--- src/rtl/trivium_seq_ctrl.sv ---
// rtl/trivium_seq_ctrl.sv - Trivium core sequencer: load, warm-up, keystream word packing
// One request at a time; words leave over valid/ready and the core stalls under backpressure.
module trivium_seq_ctrl #(
  parameter int WORD_W = 32,
  parameter int WARMUP = 1152,
  parameter int LEN_W  = 12
) (
  input  logic              clk,
  input  logic              reset,
  input  logic              start,
  input  logic [79:0]       key,
  input  logic [79:0]       iv,
  input  logic [LEN_W-1:0]  len,
  output logic              busy,
  output logic [WORD_W-1:0] ks_word,
  output logic              ks_valid,
  input  logic              ks_ready,
  output logic              ks_last,
  output logic              done,
  output logic [79:0]       core_key,
  output logic [79:0]       core_iv,
  output logic              core_load,
  output logic              core_step,
  input  logic              core_ks
);

  localparam int BW = $clog2(WORD_W);
  localparam logic [BW-1:0]  BIT_LAST = BW'(WORD_W - 1);
  localparam logic [10:0]    WU_LAST  = 11'(WARMUP - 1);
  localparam logic [LEN_W:0] ONE_W    = (LEN_W+1)'(1);

  typedef enum logic [2:0] {
    S_IDLE,
    S_LOAD,
    S_WARMUP,
    S_RUN,
    S_FLUSH
  } state_t;

  state_t            state, state_nxt;
  logic [LEN_W-1:0]  len_r;
  logic [LEN_W-1:0]  wgen;
  logic [10:0]       wu_cnt;
  logic [BW-1:0]     bcnt;
  logic [WORD_W-2:0] sr;
  logic              accept;
  logic              run_step;
  logic              word_end;
  logic              last_end;

  assign accept   = ks_valid && ks_ready;
  // Hold off only the step that would complete a word while the output register is still occupied.
  assign run_step = (state == S_RUN) && (wgen < len_r) &&
                    !((bcnt == BIT_LAST) && ks_valid && !ks_ready);
  assign word_end = run_step && (bcnt == BIT_LAST);
  assign last_end = word_end && (({1'b0, wgen} + ONE_W) == {1'b0, len_r});

  always_ff @(posedge clk) begin
    if (!reset) state <= S_IDLE;
    else        state <= state_nxt;
  end

  always_comb begin
    state_nxt = state;
    core_load = 1'b0;
    core_step = 1'b0;
    busy      = (state != S_IDLE);
    case (state)
      S_IDLE: begin
        if (start && (len != '0)) state_nxt = S_LOAD;
      end
      S_LOAD: begin
        core_load = 1'b1;
        state_nxt = S_WARMUP;
      end
      S_WARMUP: begin
        core_step = 1'b1;
        if (wu_cnt == WU_LAST) state_nxt = S_RUN;
      end
      S_RUN: begin
        core_step = run_step;
        // Entering FLUSH on the final transfer edge means wgen==len_r exactly while in FLUSH.
        if (last_end) state_nxt = S_FLUSH;
      end
      S_FLUSH: begin
        if (accept) state_nxt = S_IDLE;
      end
      default: state_nxt = S_IDLE;
    endcase
  end

  always_ff @(posedge clk) begin
    if (!reset) begin
      core_key <= '0;
      core_iv  <= '0;
      len_r    <= '0;
      wgen     <= '0;
      wu_cnt   <= '0;
      bcnt     <= '0;
      sr       <= '0;
      ks_word  <= '0;
      ks_valid <= 1'b0;
      ks_last  <= 1'b0;
      done     <= 1'b0;
    end else begin
      done <= 1'b0;
      if (state == S_IDLE && start) begin
        if (len != '0) begin
          core_key <= key;
          core_iv  <= iv;
          len_r    <= len;
          wgen     <= '0;
          wu_cnt   <= '0;
          bcnt     <= '0;
        end else begin
          done <= 1'b1;
        end
      end
      if (state == S_WARMUP) wu_cnt <= wu_cnt + 11'd1;
      if (run_step && !word_end) begin
        sr[bcnt] <= core_ks;
        bcnt     <= bcnt + BW'(1);
      end
      if (word_end) begin
        ks_word  <= {core_ks, sr};
        ks_valid <= 1'b1;
        ks_last  <= last_end;
        wgen     <= wgen + LEN_W'(1);
        bcnt     <= '0;
      end else if (accept) begin
        ks_valid <= 1'b0;
        ks_last  <= 1'b0;
      end
      if (state == S_FLUSH && accept) done <= 1'b1;
    end
  end

endmodule
--- config.mk ---
export PLATFORM = sky130hd
export DESIGN_NAME = trivium_seq_ctrl
export DESIGN_NICKNAME = d
export VERILOG_FILES = /design/src/rtl/trivium_seq_ctrl.sv
export SDC_FILE = /design/constraint.sdc
export NUM_CORES = 1
export LEC_CHECK = 0
export ABC_CLOCK_PERIOD_IN_PS = 4300
export CELL_PAD_IN_SITES_DETAIL_PLACEMENT = 0
export CELL_PAD_IN_SITES_GLOBAL_PLACEMENT = 1
export CORE_MARGIN = 3
export CORE_UTILIZATION = 33
export CTS_BUF_LIST = sky130_fd_sc_hd__clkbuf_4 sky130_fd_sc_hd__clkbuf_8 sky130_fd_sc_hd__clkbuf_16
export DETAILED_ROUTE_END_ITERATION = 8
export HOLD_SLACK_MARGIN = 0.08
export PLACE_DENSITY_LB_ADDON = 0.1
export SLEW_MARGIN = 20
export SYNTH_ARGS = -nofsm -noshare
export SYNTH_HDL_FRONTEND = slang
export SYNTH_SLANG_ARGS = --single-unit
export TNS_END_PERCENT = 30
--- constraint.sdc ---
create_clock -name clk -period 4.3 [get_ports clk]
set_clock_uncertainty 0.05 [all_clocks]
set_input_delay 1.29 -clock clk [delete_from_list [all_inputs] [get_ports clk]]
set_output_delay 1.29 -clock clk [all_outputs]
set_load 0.02 [all_outputs]
**Word-level counts from Yosys, hierarchy flattened**

Cells that the tools add are included.
Widths: inputs -> output; s select.

- Register bits after elaboration: 269
- Latch bits: 0
- RAM bits: 0
- Bits in read-only memories: 0
- Input bits: 177
- Output and inout port bits: 198
- Logic and storage cells: 87
- Memories: 0

- Add/subtract/negate cells: 4
- $mul: 0
- Div/mod/pow operators: 0
- $lt $le $gt $ge: 3
- Equal/unequal tests: 11
- Shift-type cells: 0
- Muxes and demuxes: 25
- Bitwise gates (word level): 1
- Reductions and logical operators: 31

Operators by type and width:

| operator | number |
|---|---|
| $mux 12 | 3 |
| $mux 11 | 3 |
| $bwmux 31 | 1 |
| $mux 5 | 3 |
| $pmux 3 s5 | 1 |
| $reduce_bool 2->1 | 7 |
| $add 12x1->13 const B | 1 |
| $eq 13x12->1 | 1 |
| $add 12x1->12 const B | 1 |
| $logic_and 1x1->1 | 12 |
| $lt 12x12->1 | 1 |
| $mux 3 | 4 |
| $reduce_bool 12->1 | 1 |
| $add 11x1->11 const B | 1 |
| $eq 11x11->1 const B | 1 |
| $mux 1 | 8 |
| $ne 2x2->1 const B | 4 |
| $reduce_and 2->1 | 4 |
| $eq 3x2->1 const B | 2 |
| $lt 5x6->1 const B | 1 |
| $add 5x1->5 const B | 1 |
| $demux 1 s5 | 1 |
| $eq 5x5->1 const B | 1 |
| $ge 5x1->1 const B | 1 |
| other kinds (9) | 11 |

**Logic depth before layout (Yosys ltp)**

- Depth after elaboration: 10
- Depth in mapped cells: 11

**Least setup slack after synthesis**

Ideal clock, no wire load.

- Kind: register to output
- Start: reg len_r[11]
- End: out core_step
- Arrival: 1805 ps
- Required time: 2960 ps
- Setup slack: 1155 ps
- Cell stages (with the launch flop): 9
- Path through: dfxtp_1 > inv_1 > ha_1 > and3_1 > nand3_1 > a211o_1 > o211ai_2 > a31oi_1 > or2_2

- Cells in the longest elaborated chain, start to end: 4

RTL lines:

| element | RTL line | RTL |
|---|---|---|
| start, declared | 41 | `logic [LEN_W-1:0] len_r;` |
| start signal, assigned | 111 | `len_r <= len;` |
| $lt 12x12->1 | 53 | `assign run_step = (state == S_RUN) && (wgen < len_r) &&` |
| $logic_and 1x1->1 (2 in series) | 53 |  |
| $pmux 1 s2 | 68 | `case (state)` |
| end, declared | 23 | `output logic core_step,` |

Every way passes these cells.

**Final worst setup path**

Ends and elaborated chain as after synthesis.

==> results_tabular.tex <==
\begin{tabular}{lr}
\hline
Metric & Value \\
\hline
\multicolumn{2}{l}{\textbf{Critical path}} \\
\quad Category of the worst setup path capture point & output port \\
\quad Type of origin of the critical path & flop \\
\quad Critical Path Fanout Max & 4 \\
\quad CP Buf/Inv Count & 2 \\
\quad Cell family with most CP delay & simple AND/OR/NAND/NOR gates \\
\quad Ordered cell list for the critical path & inv\_1 -> ha\_1 -> and3\_1 -> nand3\_1 -> a211o\_1 -> o211ai\_2 -> a31oi\_2 -> or2\_2 -> dlygate4sd2\_1 \\
\quad Register-to-register setup slack & 1450 ps \\
\quad Biggest cell delay along the critical path & 390 ps \\
\quad Arrival @ worst endpoint & 2750 ps \\
\quad CP Data Required Time & 2960 ps \\
\quad Critical path class & reg -> out \\
\quad Crit-path slowest cell & sky130\_fd\_sc\_hd\_\_dfxtp\_1 \\
\multicolumn{2}{l}{\textbf{Drt}} \\
\quad Max Used Layer & met4 \\
\quad Vias post-DR & 10055 \\
\quad DRT iter0 DRCs & 545 \\
\quad Final wirelength & 34.97 mm \\
\quad Residual DRC & 0 \\
\quad ANT nets after route & 0 \\
\quad Detailed-routing iteration count for the pre-antenna-repair pass & 5 \\
\quad Post-Route M1 WL & 14.29 mm \\
\quad Metal3 WL & 2.918 mm \\
\quad Amount of wire on met2 after detailed routing & 16.59 mm \\
\quad DR vias/cell & 4.777 \\
\quad Post-DR wirelength/cell & 16.61 um \\
\multicolumn{2}{l}{\textbf{Yosys}} \\
\quad Register bit count reported by yosys & 269 \\
\quad Yosys top cell by area & sky130\_fd\_sc\_hd\_\_dfxtp\_1 \\
\quad Library cells used by synthesis & 56 \\
\quad Cell types with the highest counts after synthesis & 467 x sky130\_fd\_sc\_hd\_\_nand2\_1, 269 x sky130\_fd\_sc\_hd\_\_dfxtp\_1, 228 x sky130\_fd\_sc\_hd\_\_a21oi\_1 \\
\quad Number of warnings reported in the yosys synthesis log & 0 \\
\quad Number of synthesized flops with an enable pin & 0 \\
\quad Top area cells in the synthesized netlist & sky130\_fd\_sc\_hd\_\_dfxtp\_1 50\%, sky130\_fd\_sc\_hd\_\_nand2\_1 16\%, sky130\_fd\_sc\_hd\_\_a21oi\_1 11\%, sky130\_fd\_sc\_hd\_\_clkbuf\_1 3.2\%, sky130\_fd\_sc\_hd\_\_mux2i\_1 3.0\% \\
\quad Gate Count Post-Synth & 1347 \\
\quad Mapped Avg Cell Area & 7.920 um2 \\
\quad Most frequent cell after synthesis & sky130\_fd\_sc\_hd\_\_nand2\_1 \\
\quad Summed instance area of the synthesized netlist & 10670 um2 \\
\quad Most used flip-flop cell after synthesis & sky130\_fd\_sc\_hd\_\_dfxtp\_1 \\
\quad Ys async rst share & 0 \\
\quad Register area share after synthesis & 0.5048 \\
\quad Synth Net Count & 1543 \\
\quad Portion of synthesized cell area occupied by the leading cell type & 0.5048 \\
\multicolumn{2}{l}{\textbf{Worst hold path}} \\
\quad Worst min-delay path category & reg -> reg \\
\multicolumn{2}{l}{\textbf{Clocking}} \\
\quad Post-CTS setup-driven buffer insertion count & 0 \\
\quad Sink Count & 269 \\
\quad Max Buffers Root-to-Sink & 3 \\
\quad Clock transition at path regs & 60 ps \\
\quad Source-to-sink clock delay at the later pin of the worst-skew pair & 550 ps \\
\quad Master cell of the clock root buffer & sky130\_fd\_sc\_hd\_\_clkbuf\_16 \\
\quad Number of H-tree branching levels & 1 \\
\quad Cts bufs inserted & 31 \\
\quad CTS tree & built \\
\multicolumn{2}{l}{\textbf{Floorplan}} \\
\quad Die boundary width & 185.8 um \\
\quad Die Y-Extent & 185.8 um \\
\quad Core footprint & 31720 um2 \\
\quad Site row count & 65 \\
\quad Initial cell density of the core & 0.3363 \\
\quad Area of the die & 34520 um2 \\
\quad I/O pin cnt & 375 \\
\multicolumn{2}{l}{\textbf{Global route}} \\
\quad Maximum number of pins on one net before global-route repair & 175 \\
\quad Residual overflow from global routing & 0 \\
\quad Initial antenna violation count & 3 \\
\quad Number of global-route vias before repair & 9660 \\
\quad Global-route wire length before repair & 54.12 mm \\
\quad Tot GR Track Use & 0.1951 \\
\multicolumn{2}{l}{\textbf{STA}} \\
\quad RSZ-0062 raised after global routing & false \\
\quad Slew Limit Headroom & 0.3661 \\
\quad Final worst path period need & 4089 ps \\
\quad Slew at the pin with the worst max-slew slack & 950.9 ps \\
\quad Maximum clock frequency & 244.6 MHz \\
\quad Worst-case setup margin in the final layout & 211.0 ps \\
\quad Number of pins exceeding their max-slew limit in the final report & 0 \\
\quad Final count of hold timing violations & 0 \\
\quad Count of final setup violators & 0 \\
\quad Portion of the clock cycle consumed by the worst path in the final layout & 0.9509 \\
\quad Setup\_tns & 0 ps \\
\multicolumn{2}{l}{\textbf{Finish}} \\
\quad Net count of the finished layout & 1872 \\
\quad Final cell count without fillers & 2105 \\
\quad Fraction of layout instances using a drive strength above 1 & 0.05765 \\
\quad Area grow syn2layout & 48.50\% \\
\quad Fillers & 3114 \\
\multicolumn{2}{l}{\textbf{Place}} \\
\quad Number of I/O port buffers & 374 \\
\quad HPWL reported at the end of detailed placement & 23.83 mm \\
\quad Routability congestion estimate & 0.7755 \\
\quad DP Cell Count & 2045 \\
\quad Worst slack at placement & 49.28 ps \\
\multicolumn{2}{l}{\textbf{Run status}} \\
\quad Run status & finished clean \\
\multicolumn{2}{l}{\textbf{Flow run}} \\
\quad Number of violations of the max-capacitance limit & 0 \\
\multicolumn{2}{l}{\textbf{Pwr}} \\
\quad Power density over the cells & 399.7 nW/um2 \\
\quad Leakage & 5.872 nW \\
\quad Peak supply drop & 0.3194 mV \\
\hline
\end{tabular}
[path summary, 6_finish.rpt]
path / startpoint / end / depth (start not counted)
worst max-delay path: len_r[11] / core_step / 9
worst min-delay path: ks_word[14] / ks_word[14] / 2
worst max register to register: wgen[9] / ks_word[23] / 10
worst min register to register: ks_word[14] / ks_word[14] / 2
[stage by stage]
step | total power, mW | hold slack [ps] | instance area, um2 | utilization
finish | 6.332 | 400.6 | 15840 | 0.4994
global placement | 3.731 | 390.5 | 14780 | 0.4660
CTS | 6.448 | 403.4 | 15830 | 0.4990
floorplan | 3.205 | 382.1 | 10670 | -
detailed placement | 3.735 | 395.3 | 14780 | 0.4660
global route | 6.623 | 416.3 | 15840 | 0.4994
[per-layer routing]
metal  up-vias  global-route usage
li1       5153                   -
met1      4586              0.2352
met2       264              0.3237
met3        52             0.07407
met4         0             0.06017
met5         -                   0
[report_power, final]
group | internal, mW | switching [mW] | leakage (nW)
logic | 0.454 | 0.533 | 3.15
clock network | 1.63 | 1.03 | 0.531
registers | 2.62 | 0.0672 | 2.19
[cells by family after synthesis]
| logic type | count (synthesis) | share of synthesized area |
|---|---|---|
| AO/OA/AOI/OAI | 278 | 0.1434 |
| XOR/XNOR | 14 | 0.01149 |
| adder cells (fa/ha/maj) | 19 | 0.02228 |
| buffers and inverters | 120 | 0.04539 |
| flip-flops | 269 | 0.5048 |
| multiplexers | 34 | 0.03214 |
| AND/OR/NAND/NOR | 613 | 0.2404 |
[registers in the layout, summed over array words and instances (netlist names), 3 cells and up]
| register | flops |
|---|---|
| wu_cnt | 11 |
| state | 3 |
| bcnt | 5 |
| core_iv | 80 |
| len_r | 12 |
| sr | 31 |
| wgen | 12 |
| ks_word | 32 |
| core_key | 80 |
[placed cells by master, fill, tap and decap left out, types with 4 or more instances in the layout]
cell type / Yosys / routed
sky130_fd_sc_hd__nor2_1: 21 / 18
sky130_fd_sc_hd__clkinv_2: 0 / 5
sky130_fd_sc_hd__nand2_1: 467 / 467
sky130_fd_sc_hd__nand3_1: 60 / 59
sky130_fd_sc_hd__a311oi_1: 5 / 5
sky130_fd_sc_hd__or3_1: 5 / 5
sky130_fd_sc_hd__and3_1: 8 / 8
sky130_fd_sc_hd__o211ai_1: 4 / 4
sky130_fd_sc_hd__nand4_1: 5 / 5
sky130_fd_sc_hd__ha_1: 19 / 19
sky130_fd_sc_hd__inv_1: 19 / 18
sky130_fd_sc_hd__a31oi_1: 9 / 8
sky130_fd_sc_hd__mux2i_1: 32 / 32
sky130_fd_sc_hd__clkdlybuf4s50_1: 0 / 373
sky130_fd_sc_hd__clkbuf_16: 0 / 31
sky130_fd_sc_hd__xnor2_1: 9 / 9
sky130_fd_sc_hd__o21ai_0: 11 / 11
sky130_fd_sc_hd__nor3_1: 12 / 12
sky130_fd_sc_hd__a21oi_1: 228 / 228
sky130_fd_sc_hd__and4_1: 4 / 4
sky130_fd_sc_hd__nor3b_1: 5 / 5
sky130_fd_sc_hd__buf_12: 0 / 6
sky130_fd_sc_hd__clkbuf_4: 0 / 11
sky130_fd_sc_hd__buf_4: 2 / 16
sky130_fd_sc_hd__nand3b_1: 5 / 5
sky130_fd_sc_hd__clkbuf_8: 0 / 7
sky130_fd_sc_hd__nor4_1: 5 / 5
sky130_fd_sc_hd__xor2_1: 5 / 5
sky130_fd_sc_hd__dfxtp_1: 269 / 268
[worst min-delay path, stage by stage (launching register included)]
cell                      delay (ps)
sky130_fd_sc_hd__dfxtp_1         300
sky130_fd_sc_hd__nand2_1          50
sky130_fd_sc_hd__a21oi_1          50
[what timing repair did]
item	in CTS	in global routing
gates cloned	0	0
hold buffers	0	0
endpoints found under the setup margin	1	1
resized for setup	2	1
[cell type report]
| cell class | count | area [um2] | share of cell area |
|---|---|---|---|
| sequential | 269 | 5386 | 0.3400 |
| multi-input combinational | 958 | 4835 | 0.3052 |
| timing repair buffer | 396 | 3983 | 0.2514 |
| clock buffer | 49 | 954.7 | 0.06026 |
| tap | 402 | 503.0 | 0.03175 |
| clock inverter | 8 | 92.59 | 0.005845 |
| inverter | 20 | 80.08 | 0.005055 |
| antenna | 3 | 7.507 | 0.0004739 |
No activity file was read; power rests on OpenSTA's default activity.
